### src/rtl/cpu_pkg.sv
// Shared definitions for the pipeline hazard/forwarding logic: operand-select
// encodings, the per-stage destination tag record and the writer predicate.
package cpu_pkg;

    localparam int TAG_REG_W = 4;

    localparam logic [1:0] FWD_NONE = 2'b00;
    localparam logic [1:0] FWD_MEM  = 2'b01;
    localparam logic [1:0] FWD_WB   = 2'b10;

    localparam logic [TAG_REG_W-1:0] REG_ZERO = '0;

    // Register-usage record carried alongside each instruction in EX/MEM/WB.
    typedef struct packed {
        logic                 valid;
        logic [TAG_REG_W-1:0] rs;
        logic [TAG_REG_W-1:0] rt;
        logic                 uses_rs;
        logic                 uses_rt;
        logic [TAG_REG_W-1:0] rd;
        logic                 regwrite;
        logic                 memread;
        logic                 flag_en;
    } tag_t;

    localparam tag_t TAG_BUBBLE = '0;

    // True when the stage holding t will write architectural register r.
    // R0 is hard-wired to zero, so a "write" to it never produces a value.
    function automatic logic tag_writes(input tag_t t, input logic [TAG_REG_W-1:0] r);
        return t.valid & t.regwrite & (t.rd == r) & (r != REG_ZERO);
    endfunction

endpackage

### src/rtl/hazard_tag_stage.sv
// One stage of the shadow tag pipeline. A bubble request loads an invalid
// record instead of the upstream tag.
module hazard_tag_stage
    import cpu_pkg::*;
(
    input  logic clk,
    input  logic rst,
    input  logic bubble,
    input  tag_t d,
    output tag_t q
);

    // Tag register: cleared on reset, NOP-filled on bubble, otherwise shifts.
    always_ff @(posedge clk) begin
        if (rst)
            q <= TAG_BUBBLE;
        else if (bubble)
            q <= TAG_BUBBLE;
        else
            q <= d;
    end

endmodule

### src/rtl/hazard_fwd_unit.sv
// Hazard detection and operand forwarding for the 5-stage 16-bit pipeline.
// Keeps its own EX/MEM/WB tag pipeline, drives the EX operand selects, the
// front-end stall / ID-EX bubble / taken-branch flush, and a saturating
// stall-cycle counter.
module hazard_fwd_unit
    import cpu_pkg::*;
#(
    parameter int REG_W = TAG_REG_W,
    parameter int CNT_W = 16
) (
    input  logic             clk,
    input  logic             rst,
    input  logic             id_valid,
    input  logic [REG_W-1:0] id_rs,
    input  logic [REG_W-1:0] id_rt,
    input  logic             id_uses_rs,
    input  logic             id_uses_rt,
    input  logic [REG_W-1:0] id_rd,
    input  logic             id_regwrite,
    input  logic             id_memread,
    input  logic             id_flag_en,
    input  logic             id_br_cond,
    input  logic             id_br_reg,
    input  logic             id_taken,
    output logic [1:0]       forward_aluin1,
    output logic [1:0]       forward_aluin2,
    output logic             stall,
    output logic             bubble,
    output logic             flush,
    output logic [CNT_W-1:0] stall_cycles
);

    tag_t id_t, ex_t, mem_t, wb_t;
    logic load_use, flag_haz, br_haz;

    // Pack the ID-stage usage info into a tag; id_valid doubles as the tag valid.
    always_comb begin
        id_t          = TAG_BUBBLE;
        id_t.valid    = id_valid;
        id_t.rs       = TAG_REG_W'(id_rs);
        id_t.rt       = TAG_REG_W'(id_rt);
        id_t.uses_rs  = id_uses_rs;
        id_t.uses_rt  = id_uses_rt;
        id_t.rd       = TAG_REG_W'(id_rd);
        id_t.regwrite = id_regwrite;
        id_t.memread  = id_memread;
        id_t.flag_en  = id_flag_en;
    end

    // Only the entry into EX can be replaced by a bubble; downstream always shifts.
    hazard_tag_stage u_ex  (.clk(clk), .rst(rst), .bubble(stall), .d(id_t),  .q(ex_t));
    hazard_tag_stage u_mem (.clk(clk), .rst(rst), .bubble(1'b0),  .d(ex_t),  .q(mem_t));
    hazard_tag_stage u_wb  (.clk(clk), .rst(rst), .bubble(1'b0),  .d(mem_t), .q(wb_t));

    // Operand selects for the instruction in EX; the younger MEM result wins over WB.
    always_comb begin
        forward_aluin1 = FWD_NONE;
        forward_aluin2 = FWD_NONE;
        if (ex_t.valid && ex_t.uses_rs) begin
            if (tag_writes(mem_t, ex_t.rs))
                forward_aluin1 = FWD_MEM;
            else if (tag_writes(wb_t, ex_t.rs))
                forward_aluin1 = FWD_WB;
        end
        if (ex_t.valid && ex_t.uses_rt) begin
            if (tag_writes(mem_t, ex_t.rt))
                forward_aluin2 = FWD_MEM;
            else if (tag_writes(wb_t, ex_t.rt))
                forward_aluin2 = FWD_WB;
        end
    end

    // Hazard sources. A BR reads rs in ID, so it must wait out EX and MEM
    // writers; WB writers are covered by the register file's write-before-read.
    always_comb begin
        load_use = 1'b0;
        flag_haz = 1'b0;
        br_haz   = 1'b0;
        if (id_valid) begin
            load_use = ex_t.memread &
                       ((id_uses_rs & tag_writes(ex_t, id_t.rs)) |
                        (id_uses_rt & tag_writes(ex_t, id_t.rt)));
            flag_haz = id_br_cond & ex_t.valid & ex_t.flag_en;
            br_haz   = id_br_reg &
                       (tag_writes(ex_t, id_t.rs) | tag_writes(mem_t, id_t.rs));
        end
    end

    // A stalled taken branch has not really resolved yet, so it must not flush.
    always_comb begin
        stall  = load_use | flag_haz | br_haz;
        bubble = stall;
        flush  = id_taken & ~stall;
    end

    // Stall-cycle counter for performance debug; pins at all-ones.
    always_ff @(posedge clk) begin
        if (rst)
            stall_cycles <= '0;
        else if (stall && (stall_cycles != {CNT_W{1'b1}}))
            stall_cycles <= stall_cycles + CNT_W'(1);
    end

endmodule
### config.mk
export PLATFORM = sky130hd
export DESIGN_NAME = hazard_fwd_unit
export DESIGN_NICKNAME = d
export VERILOG_FILES = /design/src/rtl/cpu_pkg.sv /design/src/rtl/hazard_tag_stage.sv /design/src/rtl/hazard_fwd_unit.sv
export SDC_FILE = /design/constraint.sdc
export NUM_CORES = 1
export LEC_CHECK = 0
export ABC_AREA = 1
export CAP_MARGIN = 20
export CORE_AREA = 2 2 69 71
export CTS_BUF_LIST = sky130_fd_sc_hd__clkbuf_2
export CTS_CLUSTER_SIZE = 8
export DETAILED_ROUTE_END_ITERATION = 6
export DIE_AREA = 0 0 71 73
export GPL_ROUTABILITY_DRIVEN = 0
export PLACE_DENSITY = 0.84
export RECOVER_POWER = 100
export SETUP_SLACK_MARGIN = 0.05
export SLEW_MARGIN = 30
export SYNTH_ARGS = -nofsm -noshare
export SYNTH_HDL_FRONTEND = slang
export SYNTH_SLANG_ARGS = --single-unit
export TNS_END_PERCENT = 100
### constraint.sdc
create_clock -name clk -period 2.3 [get_ports clk]
set_input_delay 0.23 -clock clk [delete_from_list [all_inputs] [get_ports clk]]
set_output_delay 0.23 -clock clk [all_outputs]
set_load 0.02 [all_outputs]
# == Word level (Yosys, flattened, before mapping) ==
# Index checks and enable logic that the tools add are counted.
# word_totals
in_bits,23
register_bits,46
ram_bits,0
rom_bits,0
latchBits,0
mem_count,0
wordCells,71
out_inout_bits,23
# op_classes
n_reduce_logical,8
n_lt_le_gt_ge,0
n_addsub,1
n_mux,9
mul,0
n_bitwise,29
div_mod_pow,0
eq_ne,8
n_shift,0
# ops
operator,n
$eq 4x4->1,7
$and 1x1->1,24
$add 16x1->16 const B,1
$ne 16x16->1 const B,1
$reduce_bool 4->1,4
$mux 2,6
$or 1x1->1,4
$logic_and 1x1->1,3
$mux 1,3
$reduce_or 2->1,1
$not 1->1,1

# == Logic depth before layout (Yosys ltp) ==
# depth
depth_word,11
ltp_mapped,13
mapped_depth_nobuf,12

# == Modules after synthesis ==
# From an unflattened synthesis, not the netlist that was laid out.
# unflattened
hier_cells,422
hier_area_um2,3245.6
# by_module_without_submodules
mod,area_each_um2,cells_each,n_inst,seq_area_each_um2
hazard_tag_stage,574.3,58,3,360.3
hazard_fwd_unit,1522.7,248,1,320.3

# == Worst setup path before layout ==
# No wires, ideal clock.
# synth_path
kind,register -> register
startpoint,register stall_cycles[0]
endpoint,register stall_cycles[0]
t_arrival_ns,1.788
period_less_slack_ns,1.903
stages_incl_launch_ff,10
n_path_buf,1
setup_time_ns,0.115
slack_ns,0.397
t_required_ns,2.185
cell_sequence,dfxtp_1 ha_1 nand3_1 nor3_2 nand4_1 nor2_2 nand3_4 buf_2 a31oi_1 nor2_1
# synth_via
elab_chain_cells,2
elab_cells_between_ends,3
classes_between,add/sub: 1; eq/ne: 1; reduce/logical: 1
# synth_rtl
item,line_no,source
"start, declared",hazard_fwd_unit.sv:30,output logic [CNT_W-1:0] stall_cycles
"start signal, assigned",hazard_fwd_unit.sv:101,stall_cycles <= stall_cycles + CNT_W'(1);
"parallel branches: the longest is 2 deep, another holds $add 16x1->16",--,
# Parallel ways; which one is timed is not known.
# A chain may end at the register's enable or synchronous reset.

# == Final worst setup path ==
# layout_path
startpoint,register u_mem.q[2] in the netlist's numbering
endpoint,output port forward_aluin1[1]
# layout_via
elab_chain_cells,5
# layout_rtl
item,line_no,source
"start, declared",hazard_tag_stage.sv:10,output tag_t q
"start signal, assigned",hazard_tag_stage.sv:16,q <= TAG_BUBBLE;
"start signal, assigned",hazard_tag_stage.sv:18,q <= TAG_BUBBLE;
"start signal, assigned",hazard_tag_stage.sv:20,q <= d;
$and 1x1->1 (3 in series),cpu_pkg.sv:31,return t.valid & t.regwrite & (t.rd == r) & (r != REG_ZERO);
$mux 2,hazard_fwd_unit.sv:60,"if (tag_writes(mem_t, ex_t.rs))"
$mux 2,hazard_fwd_unit.sv:59,if (ex_t.valid && ex_t.uses_rs) begin
"end, declared",hazard_fwd_unit.sv:25,"output logic [1:0] forward_aluin1,"
# No other way between the ends.

==> results.cfg <==
[timing]
fin_crit_sh = 0.918
fin_ws_ns = 0.188
hold_viol_final = 0
period_minus_slack_ns = 2.11
clock_skew_ns = 0.0345
final-max-slew-violation-count = 0
rsz0062_at_grt = yes
setup_viol_count_final = 0
tightest_slew_ns = 0.720
fmax_mhz = 473
slew_headroom = 0.520

[die]
die_w_um = 71
io_pins = 46
dieArea_um2 = 5180
die_h_um = 73
num_rows = 25
start_util = 0.506
core_um2 = 4540

[worst_hold_path]
hold_end = u_ex.q[6]
holdPathStages = 3
min_from = id_rd[3]
hold_path_class = in2reg

[synth]
ys_types = 31
yosysMostFrequentCell = nand2_1
synth_warnings = 0
ys_ff_latch = 46
synth-seq-area-share = 0.401
syn-cell-area_um2 = 2290
synth_area_leader_cell = dfxtp_1
synthCells = 326
synth_fp_nets = 350
synthTopCellsByArea = dfxtp_1 40%, nand2_1 10%, nor2_1 9.5%
synth_enable_flop_cells = 0
synth_top_area_share = 0.401
synth_flop_cell = dfxtp_1
async_flop_share = 0
ys_top_cells_by_count = 62 x nand2_1, 58 x nor2_1, 46 x dfxtp_1
syn_area_per_cell_um2 = 7.04

[clock_network]
insertion_delay_ns = 0.43
clock-sinks = 46
cts_tree = built
cts_root_buf = clkbuf_2
clk_path_buf_depth = 2
htree_levels = 2
path_clk_slew_ns = 0.22
ctsHoldBuffers = 0
cts_inserted_buffers = 5

[detailed_routing]
drc = 0
via_count = 2299
drt_iter0_drc = 177
wire_per_inst_um = 12.2
post_drt_via_cell_ratio = 5.30
routed_wl_mm = 5.28
ant_nets = 0
dr.pass1.iters = 4

[global_routing]
antenna_found_initial = 0
grt_pass1_wl_mm = 8.45
grt_max_degree = 26
grt_usage = 0.204
grt_pass1_vias = 2005
gr-total-overflow = 0

[placed_design]
hpwl_mm = 3.83
pre_cts_slack_ns = -0.176
io_buffers = 45

[power_and_ir_drop]
ir_drop_mv = 0.355
p_leak_nw = 1.27
power.density_nw_per_um2 = 462

[setup_path]
worstSetupPathType = reg2out
critPathSlowestCell = dfxtp_1
cp_max_fo = 3
worstPathRequired_ns = 2.07
cp_slowest_stage_delay_ns = 0.37
crit_chain = nand2_1 -> inv_1 -> o21ai_0 -> a221oi_1 -> nand4_1 -> nor3b_1 -> dlygate4sd2_1
worstReg2RegStart = stall_cycles[0]
critPathLaunchType = register
cp.arrival_ns = 1.88
reg2reg_depth = 9
rrSetupSlack_ns = 0.29
r2r_end = stall_cycles[15]
end_kind = primary output

[final_layout]
fin_nets = 403
final_util = 0.633
area_delta_synth_final_pct = 25.0
num_antenna_cells = 0
drive_gt1_frac = 0.0842

[outcome]
outcome = finished, final reports clean

[job]
cap_viol_max_count = 0
-- where the power goes --
part	total, mW	switching [mW]	internal, mW
logic	0.164	0.0864	0.0774
registers	0.845	0.0210	0.824
clock network	0.318	0.253	0.0649
-- worst max-delay path: cells and delay by family, from the launching register on --
| kind | cells | cell delay [ns] |
|---|---|---|
| AO/OA/AOI/OAI | 2 | 0.32 |
| buffers and inverters | 2 | 0.42 |
| flip-flops | 1 | 0.37 |
| AND/OR/NAND/NOR | 3 | 0.36 |
-- cell families (layout without fill, tap and decap cells) --
logic type / count (synthesis) / count (layout) / synth area share
adder cells (fa/ha/maj): 1 / 1 / 0.00545
flip-flops: 46 / 46 / 0.401
AND/OR/NAND/NOR: 167 / 169 / 0.324
buffers and inverters: 57 / 109 / 0.103
AO/OA/AOI/OAI: 34 / 34 / 0.0862
XOR/XNOR: 21 / 21 / 0.0802
-- layer usage --
metal,up-vias,global-route usage,share of wire
met5,-,0,0
met4,0,0.0671,0.012
met3,6,0.0456,0.065
met2,78,0.346,0.48
met1,1048,0.258,0.44
li1,1167,-,-
-- through the flow --
step | hold WS (ns) | instance area (um2) | instances | total power, mW | TNS, ns
6_report | 0.313 | 2870 | 434 | 1.33 | 0
5_1_grt | 0.320 | 2870 | 434 | 1.38 | 0
4_1_cts | 0.308 | 2850 | 431 | 1.33 | 0
3_5_place_dp | 0.410 | 2820 | 423 | 1.02 | -0.426
3_3_place_gp | 0.409 | 2820 | 423 | 1.02 | -0.294
2_1_floorplan | 0.342 | 2290 | 326 | 0.945 | 0
-- worst max path at each step --
stage,slack (ns),startpoint,end
6_report,0.19,u_mem.q[2],forward_aluin1[1]
3_5_place_dp,-0.18,id_rs[1],flush
4_1_cts,0.02,u_mem.q[6],flush
3_3_place_gp,-0.11,id_rs[1],flush
5_1_grt,0.03,u_mem.q[6],flush
2_1_floorplan,0.40,stall_cycles[0],stall_cycles[0]
-- area by class of cell --
class	instances	area [um2]
timing repair buffer	55	498
fill	386	1670
inverter	46	173
tap	54	67.6
sequential	46	930
clock inverter	3	11.3
multi-input combinational	225	1160
clock buffer	5	25.0
-- sequential cells by signal, indices dropped and copies added (netlist names) --
signal        flops
stall_cycles     16
u_ex.q           18
u_mem.q           6
u_wb.q            6
-- cells in the final DEF, fill, tap and decap left out --
master	instances
nand2_1	61
nor2_1	58
inv_1	44
dfxtp_1	41
nand4_1	24
clkdlybuf4s50_1	21
dlygate4sd3_1	17
a21oi_1	16
xnor2_1	12
nand3_1	11
xor2_1	9
clkbuf_2	8
buf_4	8
o21ai_0	6
o22ai_1	5
nor3_1	5
dlygate4sd2_1	4
dfxtp_2	4
a31oi_1	3
clkinv_1	3
inv_2	2
nand2_2	2
nand3_4	2
nand3_2	2
clkbuf_1	2
o2111ai_1	1
nor4_1	1
a221oi_1	1
a211oi_1	1
nor3b_1	1
nor3_2	1
nor2_2	1
a21oi_2	1
ha_1	1
dfxtp_4	1
-- timing repair --
action	in CTS	in global routing
setup endpoints to repair	7	18
gates resized for setup	9	16
pin swaps	0	3
gates cloned	0	2
setup buffers	0	1
Note: power is estimated with default switching activity, not from simulation.
